--- src/rtl/snn_pkg.sv ---
// Shared packet layout, PE addresses and type codes for the spike router.
package snn_pkg;

  localparam int unsigned PKT_W = 34;

  localparam int unsigned DEST_HI    = 33;
  localparam int unsigned DEST_LO    = 30;
  localparam int unsigned SRC_HI     = 29;
  localparam int unsigned SRC_LO     = 26;
  localparam int unsigned TYPE_HI    = 25;
  localparam int unsigned TYPE_LO    = 24;
  localparam int unsigned PAYLOAD_HI = 7;
  localparam int unsigned PAYLOAD_LO = 0;

  localparam logic [3:0] PE1_ADDR = 4'b1000;
  localparam logic [3:0] PE2_ADDR = 4'b1001;
  localparam logic [3:0] PE3_ADDR = 4'b1010;

  typedef enum logic [1:0] {
    PktSpike = 2'b10,
    PktRsvd  = 2'b11
  } pkt_type_e;

  typedef struct packed {
    logic [3:0]  dest;
    logic [3:0]  src;
    pkt_type_e   ptype;
    logic [15:0] rsvd;
    logic [7:0]  payload;
  } pkt_t;

  // One-hot port select: base, base+1, base+2 map to PE ports; anything else to error port.
  function automatic logic [3:0] port_onehot(logic [3:0] dest, logic [3:0] base);
    logic [3:0] sel;
    sel = 4'b1000;
    if (dest == base) begin
      sel = 4'b0001;
    end else if (dest == 4'(base + 4'd1)) begin
      sel = 4'b0010;
    end else if (dest == 4'(base + 4'd2)) begin
      sel = 4'b0100;
    end
    return sel;
  endfunction

endpackage

--- src/rtl/sync_fifo.sv ---
// Single-clock FIFO; occupancy counter separates full from empty, head reads 0 when empty.
module sync_fifo #(
  parameter int unsigned WIDTH = 34,
  parameter int unsigned DEPTH = 4
) (
  input  logic             clk,
  input  logic             rst_n,
  input  logic             push,
  input  logic [WIDTH-1:0] wdata,
  input  logic             pop,
  output logic [WIDTH-1:0] rdata,
  output logic             empty,
  output logic             full
);

  localparam int unsigned AW = $clog2(DEPTH);
  localparam int unsigned CW = AW + 1;

  logic [AW-1:0]    wptr_q, rptr_q;
  logic [CW-1:0]    count_q, count_d;
  logic [WIDTH-1:0] mem [DEPTH];
  logic             do_push, do_pop;

  assign empty   = (count_q == '0);
  assign full    = (count_q == CW'(DEPTH));
  assign do_push = push & ~full;
  assign do_pop  = pop & ~empty;

  always_comb begin
    count_d = count_q;
    unique case ({do_push, do_pop})
      2'b10:   count_d = count_q + CW'(1);
      2'b01:   count_d = count_q - CW'(1);
      default: count_d = count_q;
    endcase
  end

  always_ff @(posedge clk or negedge rst_n) begin
    if (!rst_n) begin
      wptr_q  <= '0;
      rptr_q  <= '0;
      count_q <= '0;
    end else begin
      if (do_push) wptr_q <= wptr_q + AW'(1);
      if (do_pop)  rptr_q <= rptr_q + AW'(1);
      count_q <= count_d;
    end
  end

  // Storage is not reset; the empty gate below keeps stale entries invisible.
  always_ff @(posedge clk) begin
    if (do_push) mem[wptr_q] <= wdata;
  end

  assign rdata = empty ? '0 : mem[rptr_q];

endmodule

--- src/rtl/spike_packet_router.sv ---
// Spike packet router: filters reserved-type packets, queues the rest, steers head to one port.
module spike_packet_router
  import snn_pkg::*;
#(
  parameter int unsigned DEPTH   = 4,
  parameter logic [3:0]  PE_BASE = PE1_ADDR
) (
  input  logic             clk,
  input  logic             rst_n,
  input  logic             in_valid,
  output logic             in_ready,
  input  logic [PKT_W-1:0] in_data,
  output logic [3:0]       out_valid,
  input  logic [3:0]       out_ready,
  output logic [PKT_W-1:0] out_data,
  output logic [7:0]       drop_cnt
);

  logic             ready_q;
  logic [7:0]       drop_cnt_q;
  logic             full, empty;
  logic             accept, is_rsvd, push, pop;
  logic [PKT_W-1:0] head;

  // Held low through reset and released by the first clock edge afterwards.
  always_ff @(posedge clk or negedge rst_n) begin
    if (!rst_n) ready_q <= 1'b0;
    else        ready_q <= 1'b1;
  end

  assign in_ready = ready_q & ~full;
  assign accept   = in_valid & in_ready;
  assign is_rsvd  = (in_data[TYPE_HI:TYPE_LO] == PktRsvd);
  assign push     = accept & ~is_rsvd;

  always_ff @(posedge clk or negedge rst_n) begin
    if (!rst_n) begin
      drop_cnt_q <= '0;
    end else if (accept && is_rsvd && (drop_cnt_q != 8'hFF)) begin
      drop_cnt_q <= drop_cnt_q + 8'd1;
    end
  end

  assign drop_cnt = drop_cnt_q;

  sync_fifo #(
    .WIDTH(PKT_W),
    .DEPTH(DEPTH)
  ) u_fifo (
    .clk  (clk),
    .rst_n(rst_n),
    .push (push),
    .wdata(in_data),
    .pop  (pop),
    .rdata(head),
    .empty(empty),
    .full (full)
  );

  assign out_valid = empty ? 4'b0000 : port_onehot(head[DEST_HI:DEST_LO], PE_BASE);
  assign out_data  = head;
  assign pop       = |(out_valid & out_ready);

endmodule

--- config.mk ---
export PLATFORM = sky130hd
export DESIGN_NAME = spike_packet_router
export DESIGN_NICKNAME = d
export VERILOG_FILES = /design/src/rtl/snn_pkg.sv /design/src/rtl/sync_fifo.sv /design/src/rtl/spike_packet_router.sv
export SDC_FILE = /design/constraint.sdc
export NUM_CORES = 1
export LEC_CHECK = 0
export BUFFER_PORTS_ARGS = -buffer_cell sky130_fd_sc_hd__buf_2
export CAP_MARGIN = 5
export CORE_UTILIZATION = 45
export CTS_BUF_LIST = sky130_fd_sc_hd__clkbuf_4 sky130_fd_sc_hd__clkbuf_8 sky130_fd_sc_hd__clkbuf_16
export DETAILED_ROUTE_END_ITERATION = 10
export PLACE_DENSITY = 0.65
export SYNTH_ARGS = -nofsm -noshare
export SYNTH_HDL_FRONTEND = slang
export SYNTH_HIERARCHICAL = 1
export SYNTH_SLANG_ARGS = --single-unit
--- constraint.sdc ---
create_clock -name clk -period 3.8 [get_ports clk]
set_input_delay 0.38 -clock clk [delete_from_list [all_inputs] [get_ports clk]]
set_output_delay 0.38 -clock clk [all_outputs]
set_load 0.03 [all_outputs]
## Word-level counts from Yosys, hierarchy flattened

Memories as Yosys holds them, arrays and structs flattened.
Cells that the tools add are included.

| cells by class | value |
|---|---|
| order comparisons | 0 |
| divide/modulo/power cells | 0 |
| multiplexer cells | 8 |
| add/sub/neg operators | 5 |
| shifts and indexed selects | 0 |
| reduce and logical (&&, ||, !) cells | 5 |
| equal/unequal tests | 8 |
| bitwise logic cells | 9 |
| multiply operators | 0 |

Operators by type and width:

| kind | number |
|---|---|
| 2-to-1 mux 34 bit | 1 |
| 2-to-1 mux 4 bit | 4 |
| equality test 4 bit, second input constant | 3 |
| adder 8 x 1 -> 8 bit, second input constant | 1 |
| != test 8 bit, second input constant | 1 |
| one-hot mux 3 bit (2 select lines) | 1 |
| bitwise AND 1 bit | 5 |
| adder 2 x 1 -> 2 bit, second input constant | 2 |
| bitwise AND 4 bit | 1 |
| equality test 2 bit, second input constant | 2 |
| OR reduction 4 bit | 1 |
| adder 3 x 1 -> 3 bit, second input constant | 1 |
| equality test 3 bit, second input constant | 1 |
| logical NOT 3 bit | 1 |
| NOT 1 bit | 3 |
| subtractor 3 x 1 -> 3 bit, second input constant | 1 |
| equality test 2 x 1 -> 1 bit, second input constant | 1 |
| logical AND 1 bit | 2 |
| 2-to-1 mux 1 bit | 2 |
| nonzero test 2 bit | 1 |

| storage, ports and cells | value |
|---|---|
| register bits after elaboration | 16 |
| bits in read-only memories | 0 |
| memories | 1 |
| bits in latches | 0 |
| bits in writable memories | 136 |
| output and inout port bits | 47 |

Memories:

| name | words | bits a word | read ports | clocked after Yosys merged registers in | wr ports | line | source |
|---|---|---|---|---|---|---|---|
| u_fifo.mem | 4 | 34 | 1 | 0 | 1 | sync_fifo.sv:21 | `logic [WIDTH-1:0] mem [DEPTH];` |

## Longest topological paths before layout

Gate-level depths: netlist (run 1).

| depth | value |
|---|---|
| depth in word-level cells | 12 |
| depth in mapped cells | 15 |
| depth with buffers taken out | 13 |

## Cells and area by module

Netlist (run 1), hierarchy kept.

Modules (own cells, without submodules):

| module | times used | cells an instance | area an instance (um^2) | sequential area each (um^2) |
|---|---|---|---|---|
| sync_fifo | 1 | 253 | 5611.6 | 4259.1 |
| spike_packet_router | 1 | 50 | 531.8 | 225.2 |

## Worst setup path before layout (run 1)

Ideal clock, no wire load.

| timing | value |
|---|---|
| path type | flip-flop to flip-flop |
| start | reg u_fifo.rptr_q[0] |
| end | reg u_fifo.count_q[2] |
| data required time | 3.721 ns |
| setup time | 0.079 ns |
| stages on the path, launching flop included | 16 |
| data arrival time | 3.896 ns |
| slack | -0.175 ns |
| path through | dfrtp_1 -> buf_6 -> buf_12 -> mux4_2 -> nor2b_1 -> or3b_1 -> nor3b_2 -> a22oi_1 -> o21ai_1 -> nor2b_1 -> ha_1 -> inv_1 -> fa_1 -> xor2_1 -> nor2_1 -> xor2_1 |

| on the way | value |
|---|---|
| elaborated cells between the ends (all ways) | 16 |
| those cells by class | eq/ne (5); mux (6); bitwise (2); reduce/logical (2); memory (1) |

RTL lines:

| item | line | source |
|---|---|---|
| start: declaration | sync_fifo.sv:19 | `logic [AW-1:0] wptr_q, rptr_q;` |
| start signal: assignment | sync_fifo.sv:45 | `if (do_pop) rptr_q <= rptr_q + AW'(1);` |
| memory read (4 x 34 bit) (*) | -- |  |
| 2-to-1 mux 34 bit (*) | sync_fifo.sv:55 | `assign rdata = empty ? '0 : mem[rptr_q];` |
| net out_data[33] | spike_packet_router.sv:15 | `output logic [PKT_W-1:0] out_data,` |
| equality test 4 bit | snn_pkg.sv:38 | `end else if (dest == 4'(base + 4'd1)) begin` |
| 2-to-1 mux 4 bit | snn_pkg.sv:38 |  |
| 2-to-1 mux 4 bit (*) | snn_pkg.sv:36 | `if (dest == base) begin` |
| 2-to-1 mux 4 bit (*) | spike_packet_router.sv:60 | `assign out_valid = empty ? 4'b0000 : port_onehot(head[DEST_HI:DEST_LO], PE_BASE);` |
| net out_valid[1] | spike_packet_router.sv:13 | `output logic [3:0] out_valid,` |
| bitwise AND 4 bit (*) | spike_packet_router.sv:62 | `assign pop = \|(out_valid & out_ready);` |
| OR reduction 4 bit (*) | spike_packet_router.sv:62 |  |
| net pop | spike_packet_router.sv:22 | `logic accept, is_rsvd, push, pop;` |
| bitwise AND 1 bit (*) | sync_fifo.sv:27 | `assign do_pop = pop & ~empty;` |
| net u_fifo.do_pop | sync_fifo.sv:22 | `logic do_push, do_pop;` |
| equality test 2 x 1 -> 1 bit / equality test 2 bit (equally long branches) | sync_fifo.sv:31 | `unique case ({do_push, do_pop})` |
| one-hot mux 3 bit (2 select lines) / nonzero test 2 bit (equally long branches) | -- |  |
| end signal: assignment | sync_fifo.sv:46 | `count_q <= count_d;` |
| end: declaration | sync_fifo.sv:20 | `logic [CW-1:0] count_q, count_d;` |

Mark *: on every way through the listed nets, which the timed path passes. The rest lies on a longest branch.
A chain may end at the register's enable or synchronous reset.

## Final worst setup path (run 1)

| timing | value |
|---|---|
| start | reg u_fifo.rptr_q[0] |
| end | reg u_fifo.count_q[2] |

| on the way | value |
|---|---|
| longest elaborated chain between the ends | 12 |
| elaborated cells between the ends (all ways) | 16 |
| those cells by class | eq/ne (5); mux (6); bitwise (2); reduce/logical (2); memory (1) |

Ends and longest elaborated chain:

| item | line | source |
|---|---|---|
| memory read (4 x 34 bit) (*) | -- |  |
| 2-to-1 mux 34 bit (*) | sync_fifo.sv:55 |  |
| equality test 4 bit | snn_pkg.sv:40 | `end else if (dest == 4'(base + 4'd2)) begin` |
| 2-to-1 mux 4 bit | snn_pkg.sv:40 |  |
| 2-to-1 mux 4 bit | snn_pkg.sv:38 |  |
| 2-to-1 mux 4 bit (*) | snn_pkg.sv:36 |  |
| 2-to-1 mux 4 bit (*) | spike_packet_router.sv:60 |  |
| bitwise AND 4 bit (*) | spike_packet_router.sv:62 |  |
| OR reduction 4 bit (*) | spike_packet_router.sv:62 |  |
| net pop | spike_packet_router.sv:22 |  |
| bitwise AND 1 bit (*) | sync_fifo.sv:27 |  |
| net u_fifo.do_pop | sync_fifo.sv:22 |  |
| equality test 2 x 1 -> 1 bit / equality test 2 bit (equally long branches) | sync_fifo.sv:31 |  |
| one-hot mux 3 bit (2 select lines) / nonzero test 2 bit (equally long branches) | -- |  |

Marks and branches as above.

==> results of run 1 <==
==> power groups by stage <==
| stage | sequential, mW | clock [mW] | combinational (mW) |
|---|---|---|---|
| floorplan | 2.17 | 0 | 1.71 |
| CTS | 2.13 | 1.76 | 2.32 |
| finish | 2.13 | 1.72 | 2.27 |
| global placement | 2.15 | 0 | 2.28 |
| global route | 2.14 | 1.82 | 2.44 |
| detailed placement | 2.16 | 0 | 2.31 |
==> cell usage in the layout, fill, tap and decap left out, types with 5 or more instances in the layout <==
| master | count |
|---|---|
| edfxtp_1 | 136 |
| buf_2 | 87 |
| nor2b_1 | 30 |
| mux4_2 | 30 |
| clkbuf_16 | 17 |
| dfrtp_1 | 14 |
| buf_4 | 10 |
| inv_1 | 9 |
| nand2_1 | 6 |
| xnor2_1 | 6 |
| xor2_1 | 6 |
| ha_1 | 6 |
| nor2_1 | 5 |
==> metal layers <==
metal	up-vias	track usage, %	share of wire [%]
met1	1555	21.8	43
li1	1406	-	-
met3	26	4.65	3.8
met5	-	0	0.23
met4	4	7.91	2.4
met2	63	28.3	50
==> path summary, 6_finish.rpt <==
kind	startpoint	end	slack (ns)	depth (start not counted)
setup / recovery	u_fifo/rptr_q[0]	u_fifo/count_q[2]	0.43	13
hold / removal	in_data[27]	u_fifo/mem[1][27]	0.18	1
setup reg to reg	u_fifo/rptr_q[0]	u_fifo/count_q[2]	0.43	13
hold reg to reg	drop_cnt[7]	drop_cnt[7]	0.50	1
max in group asynchronous	rst_n	u_fifo/rptr_q[1]	3.08	2
min in group asynchronous	rst_n	drop_cnt[3]	0.42	2
==> cell usage after synthesis (2+ instances only) <==
master | n | share of area, %
clkbuf_1 | 2 | 0.12
and2b_1 | 4 | 0.49
and2_1 | 4 | 0.41
mux4_1 | 4 | 1.7
xnor2_1 | 6 | 0.86
inv_1 | 9 | 0.55
nand3_1 | 4 | 0.33
xor2_1 | 6 | 0.86
buf_12 | 2 | 0.65
dfrtp_1 | 16 | 6.5
nor3b_2 | 2 | 0.41
buf_2 | 5 | 0.41
edfxtp_1 | 136 | 66
nor2b_1 | 32 | 3.3
mux2i_1 | 3 | 0.49
mux4_2 | 30 | 11
buf_6 | 2 | 0.37
ha_1 | 6 | 1.2
nand2_1 | 6 | 0.37
a21oi_1 | 2 | 0.16
nor2_1 | 5 | 0.31
==> flip-flops by register name (all words and copies together), names as in the netlist <==
signal / count
drop_cnt: 8
ready_q: 1
u_fifo/count_q: 3
u_fifo/mem: 136
u_fifo/rptr_q: 2
u_fifo/wptr_q: 2
==> final cells by class <==
class	instances	area (sq um)
inverter	9	33.8
tap	176	220
clock buffer	17	425
multi-input combinational	131	1550
clock inverter	15	190
fill	1048	5870
sequential	152	4490
timing repair buffer	98	520
==> per-stage QoR <==
stage | instances | instance area [sq um]
after global routing | 598 | 7420
after global placement | 565 | 6800
after floorplan | 303 | 6150
final | 598 | 7420
after detailed placement | 565 | 6800
after CTS | 598 | 7420
==> cell families after synthesis <==
logic type / after synthesis
mux: 39
compound gates: 6
other cells: 1
buf+inv: 20
fa+ha+maj: 7
flops: 152
xor+xnor: 12
simple gates: 66
==> results.ini, run 1 <==
[logic_synthesis]
syn_inst = 303
synth_fp_nets = 351
post_synth.cell_area_avg_sq_um = 20.3
synth-simple-area-share_pct = 7.11
synth_edf_count = 136
yosysWarnings = 6
ys_seq_elements = 152
synthAdderAreaFrac_pct = 1.55
muxShareOfSynthArea_pct = 13.6
ys_seq_area_share_pct = 73.0
synth-compound-area-share_pct = 0.916
synth_top_family_by_area = multiplexers
ys_async_sr_fraction_pct = 10.5
synthFlopType = edfxtp_1
ys_types = 38
synthXorXnorAreaFrac_pct = 1.71
syn-cell-area_sq_um = 6140

[power_and_ir_drop]
p_comb_share_pct = 37.2
p_seq_share_pct = 34.7
leakage_nw = 2.73
switching_share_pct = 35.6
power.switching_mw = 2.18
p_per_area_nw_per_um2 = 824
p_int_mw = 3.94
clkPwrFrac_pct = 28.1
ir_drop_mv = 0.356
power_mw = 6.12

[timing]
tns_ns = 0
setup_viol = 0
clock.fmax_mhz = 297
hold-worst-slack_ns = 0.178
layout_setup_ws_ns = 0.428
grt_setup_unrepaired = false
post-route-min-period_ns = 3.37
tightest_slew_ns = 0.993
max_slew_margin_pct = 33.8
finalCritPeriodShare_pct = 88.7
drv_slew = 0
hold_viol = 0
finalClockSkew_ns = 0.00741

[clock_network]
cts.repair.resized = 0
insertion_delay_ns = 0.41
clock-root-buffer = clkbuf_16
cts_tree = yes
holdBufCountCts = 1
cts_buffers = 17
cts_buffer_depth = 2
htreeDepth = 4
post_cts_buffers = 0
cts.sink_count = 152
path_clk_slew_ns = 0.06

[setup_path]
crit_family = simple AND/OR/NAND/NOR gates
cp.arrival_ns = 3.71
cp_max_fo = 5
start_kind = register
cp-end-kind = register
cp_slowest_stage_delay_ns = 0.49
crit_required_ns = 4.13
crit_buf_inv = 1
worstSetupPathType = reg2reg
crit_slowest_cell = mux4_2
path_cells = mux4_2, nor2b_1, or3b_1, nor3b_4, a22oi_1, o21ai_1, nor2b_1, ha_1, inv_1, fa_1, xor2_1, nor2_1, xor2_1

[detailed_routing]
viasPerCell = 5.11
drcViolationCount = 0
drtIter0Drc = 194
routedWlPerCell_um = 19.0
postRouteWirelength_um = 11400
dr.pass1.iters = 4
vias = 3054
ant_nets = 0

[die]
fp.coreArea_sq_um = 13300
fp.dieW_um = 119
io_pins = 88
fp.dieArea_sq_um = 14100
die_y_um = 119
fp-row-count = 42
initial_core_util_pct = 46.2

[place]
gp_congestion = 0.734
port_buffers = 87
dpl_worst_slack_ns = 0.471
hpwlAfterDp_um = 7350

[flow_run]
max_cap_violations = 0

[finish]
final_util_pct = 55.8
insertedDiodeCount = 0
area_growth_pct = 20.8
fin_nets = 457
drive_above_1_share_pct = 41.9

[global_route]
antenna_found_initial = 2
grt_use_total_pct = 17.4
grt_pass1_wl_um = 17700
grt_max_degree = 35
grt-ovfl-total = 0
grt_pass1_vias = 3220

[run_status]
status = completed

[hold_path]
hold_path.class = in2reg

Note: power is estimated with default switching activity, not from simulation.
==> inputs of run 2 (changes only) <==
--- a/config.mk
+++ b/config.mk
@@ -10,7 +10,7 @@
 export CORE_UTILIZATION = 45
 export CTS_BUF_LIST = sky130_fd_sc_hd__clkbuf_4 sky130_fd_sc_hd__clkbuf_8 sky130_fd_sc_hd__clkbuf_16
 export DETAILED_ROUTE_END_ITERATION = 10
-export PLACE_DENSITY = 0.65
+export PLACE_DENSITY_LB_ADDON = 0.2
 export SYNTH_ARGS = -nofsm -noshare
 export SYNTH_HDL_FRONTEND = slang
 export SYNTH_HIERARCHICAL = 1
==> run 2 against run 1 <==
Core utilization is essentially flat. Global-route usage down 0.34 points. Largest power group unchanged. Largest cell class unchanged. Non-clock buffer count grew 2. Clock skew up 0.0016 ns.
==> results.ini, run 2 (synthesis results as in run 1) <==
[run_status]
status = completed  ; unchanged

[timing]
max_slew_margin_pct = 56.0  ; was 33.8%
hold_viol = 0  ; unchanged
finalCritPeriodShare_pct = 87.2  ; was 88.7%
layout_setup_ws_ns = 0.486  ; was 0.428 ns
setup_viol = 0  ; unchanged
tightest_slew_ns = 0.660  ; was 0.993 ns
tns_ns = 0  ; unchanged
hold-worst-slack_ns = 0.179  ; was 0.178 ns
drv_slew = 0  ; unchanged
finalClockSkew_ns = 0.00897  ; was 0.00741 ns
grt_setup_unrepaired = false  ; unchanged
clock.fmax_mhz = 302  ; was 297 MHz
post-route-min-period_ns = 3.31  ; was 3.37 ns

[global_route]
grt_max_degree = 35  ; unchanged
grt-ovfl-total = 0  ; unchanged
grt_use_total_pct = 17.0  ; was 17.4%
grt_pass1_vias = 3253  ; was 3,220
grt_pass1_wl_um = 17400  ; was 17,700 um
antenna_found_initial = 0  ; was 2

[finish]
stdcell_area_sq_um = 7420  ; about the same
final_cell_mix = 136 x edfxtp_1, 87 x buf_2, 30 x nor2b_1, 30 x mux4_2, 17 x clkbuf_16  ; unchanged
insertedDiodeCount = 0  ; unchanged
area_growth_pct = 20.8  ; about the same
fillerInstances = 1026  ; was 1,048
stdcell_count = 598  ; unchanged
final_common_cell = edfxtp_1  ; unchanged
fin_nets = 459  ; was 457
largest_register_ffs = 136  ; unchanged
final_util_pct = 55.8  ; about the same
largest_register = u_fifo/mem  ; unchanged
drive_above_1_share_pct = 40.8  ; was 41.9%

[setup_path]
r2r_slack_ns = 0.49  ; was 0.43 ns
start_kind = register  ; unchanged
crit_required_ns = 4.13  ; about the same
r2r-end = u_fifo/count_q[2]  ; unchanged
cp.arrival_ns = 3.65  ; was 3.71 ns
rr_worst_depth = 12  ; was 13
worstSetupPathType = reg2reg  ; unchanged
r2r_start = u_fifo/rptr_q[0]  ; unchanged
cp_max_fo = 4  ; was 5
setup.worst_path.start = u_fifo/rptr_q[0]  ; unchanged
cp-end-kind = register  ; unchanged
cp-endpoint = u_fifo/count_q[2]  ; unchanged

[clock_network]
path_clk_slew_ns = 0.06  ; about the same
clock-root-buffer = clkbuf_16  ; unchanged
cts.sink_count = 152  ; unchanged
insertion_delay_ns = 0.41  ; about the same
cts_buffers = 17  ; unchanged
cts_tree = yes  ; unchanged
cts.repair.resized = 0  ; unchanged
htreeDepth = 4  ; unchanged
cts_buffer_depth = 2  ; unchanged

[place]
port_buffers = 87  ; unchanged
place_area_sq_um = 6810  ; was 6800 sq um
gp_congestion = 0.791  ; was 0.734
dp_cells = 567  ; was 565
dpl_worst_slack_ns = 0.486  ; was 0.471 ns
hpwlAfterDp_um = 6930  ; was 7350 um

[detailed_routing]
postRouteWirelength_um = 11000  ; was 11,400 um
drtIter0Drc = 125  ; was 194
routedWlPerCell_um = 18.3  ; was 19.0 um
viasPerCell = 5.09  ; was 5.11
dr.pass1.iters = 4  ; unchanged
drcViolationCount = 0  ; unchanged
vias = 3045  ; was 3,054
ant_nets = 0  ; unchanged

[die]
initial_core_util_pct = 46.2  ; unchanged
fp-row-count = 42  ; unchanged
fp.coreArea_sq_um = 13300  ; unchanged
io_pins = 88  ; unchanged
die_y_um = 119  ; unchanged
fp.dieW_um = 119  ; unchanged
fp.dieArea_sq_um = 14100  ; unchanged

[flow_run]
max_cap_violations = 0  ; unchanged

[power_and_ir_drop]
leakage_nw = 2.74  ; was 2.73 nW
ir_drop_mv = 0.449  ; was 0.356 mV
power_mw = 6.06  ; was 6.12 mW
p_per_area_nw_per_um2 = 817  ; was 824 nW/um^2

[hold_path]
hold_path.class = in2reg  ; unchanged

## run 2: power breakdown
group          total [mW]  switching, mW  internal [mW]
Clock                1.69          0.594           1.10
Combinational        2.24           1.38          0.865
Sequential           2.13          0.104           2.02
Total                6.06           2.08           3.98
## run 2: cell type report
type                            instances  area, sq um  area share [%]
Sequential cell                       152         4490            60.5
Multi-Input combinational cell        131         1550            20.8
Timing Repair Buffer                  100          536            7.22
Clock buffer                           19          440            5.94
Tap cell                              176          220            2.97
Clock inverter                         11          156            2.11
Inverter                                9         33.8           0.455
## run 2: routing by layer
metal	GRT usage, %	routed length [um]	vias to the layer above
met2	29.4	5880	61
li1	-	-	1400
met1	20.4	4550	1574
met5	0	0	-
met3	3.54	384	10
met4	8.07	144	0
## run 2: worst max-delay path, stage by stage, from the launching register on
cell,delay [ns]
dfrtp_2,0.41
mux4_2,0.49
nor2b_1,0.15
or3b_1,0.45
or2_1,0.26
o21ai_1,0.17
nor2b_1,0.24
ha_1,0.22
inv_1,0.06
fa_1,0.37
xor2_1,0.15
nor2_1,0.11
xor2_1,0.15
## run 2: worst min-delay path by stage
stage	from	to	depth (start not counted)
floorplan	rst_n	drop_cnt[0]	0
global placement	rst_n	drop_cnt[6]	1
detailed placement	rst_n	drop_cnt[6]	1
CTS	in_data[7]	u_fifo/mem[2][7]	1
global route	in_data[16]	u_fifo/mem[3][16]	1
finish	in_data[7]	u_fifo/mem[3][7]	1
## run 2: timing repair
action,CTS,global route
hold buffers,1,0
hold endpoints to repair,16,0
setup buffers,0,0
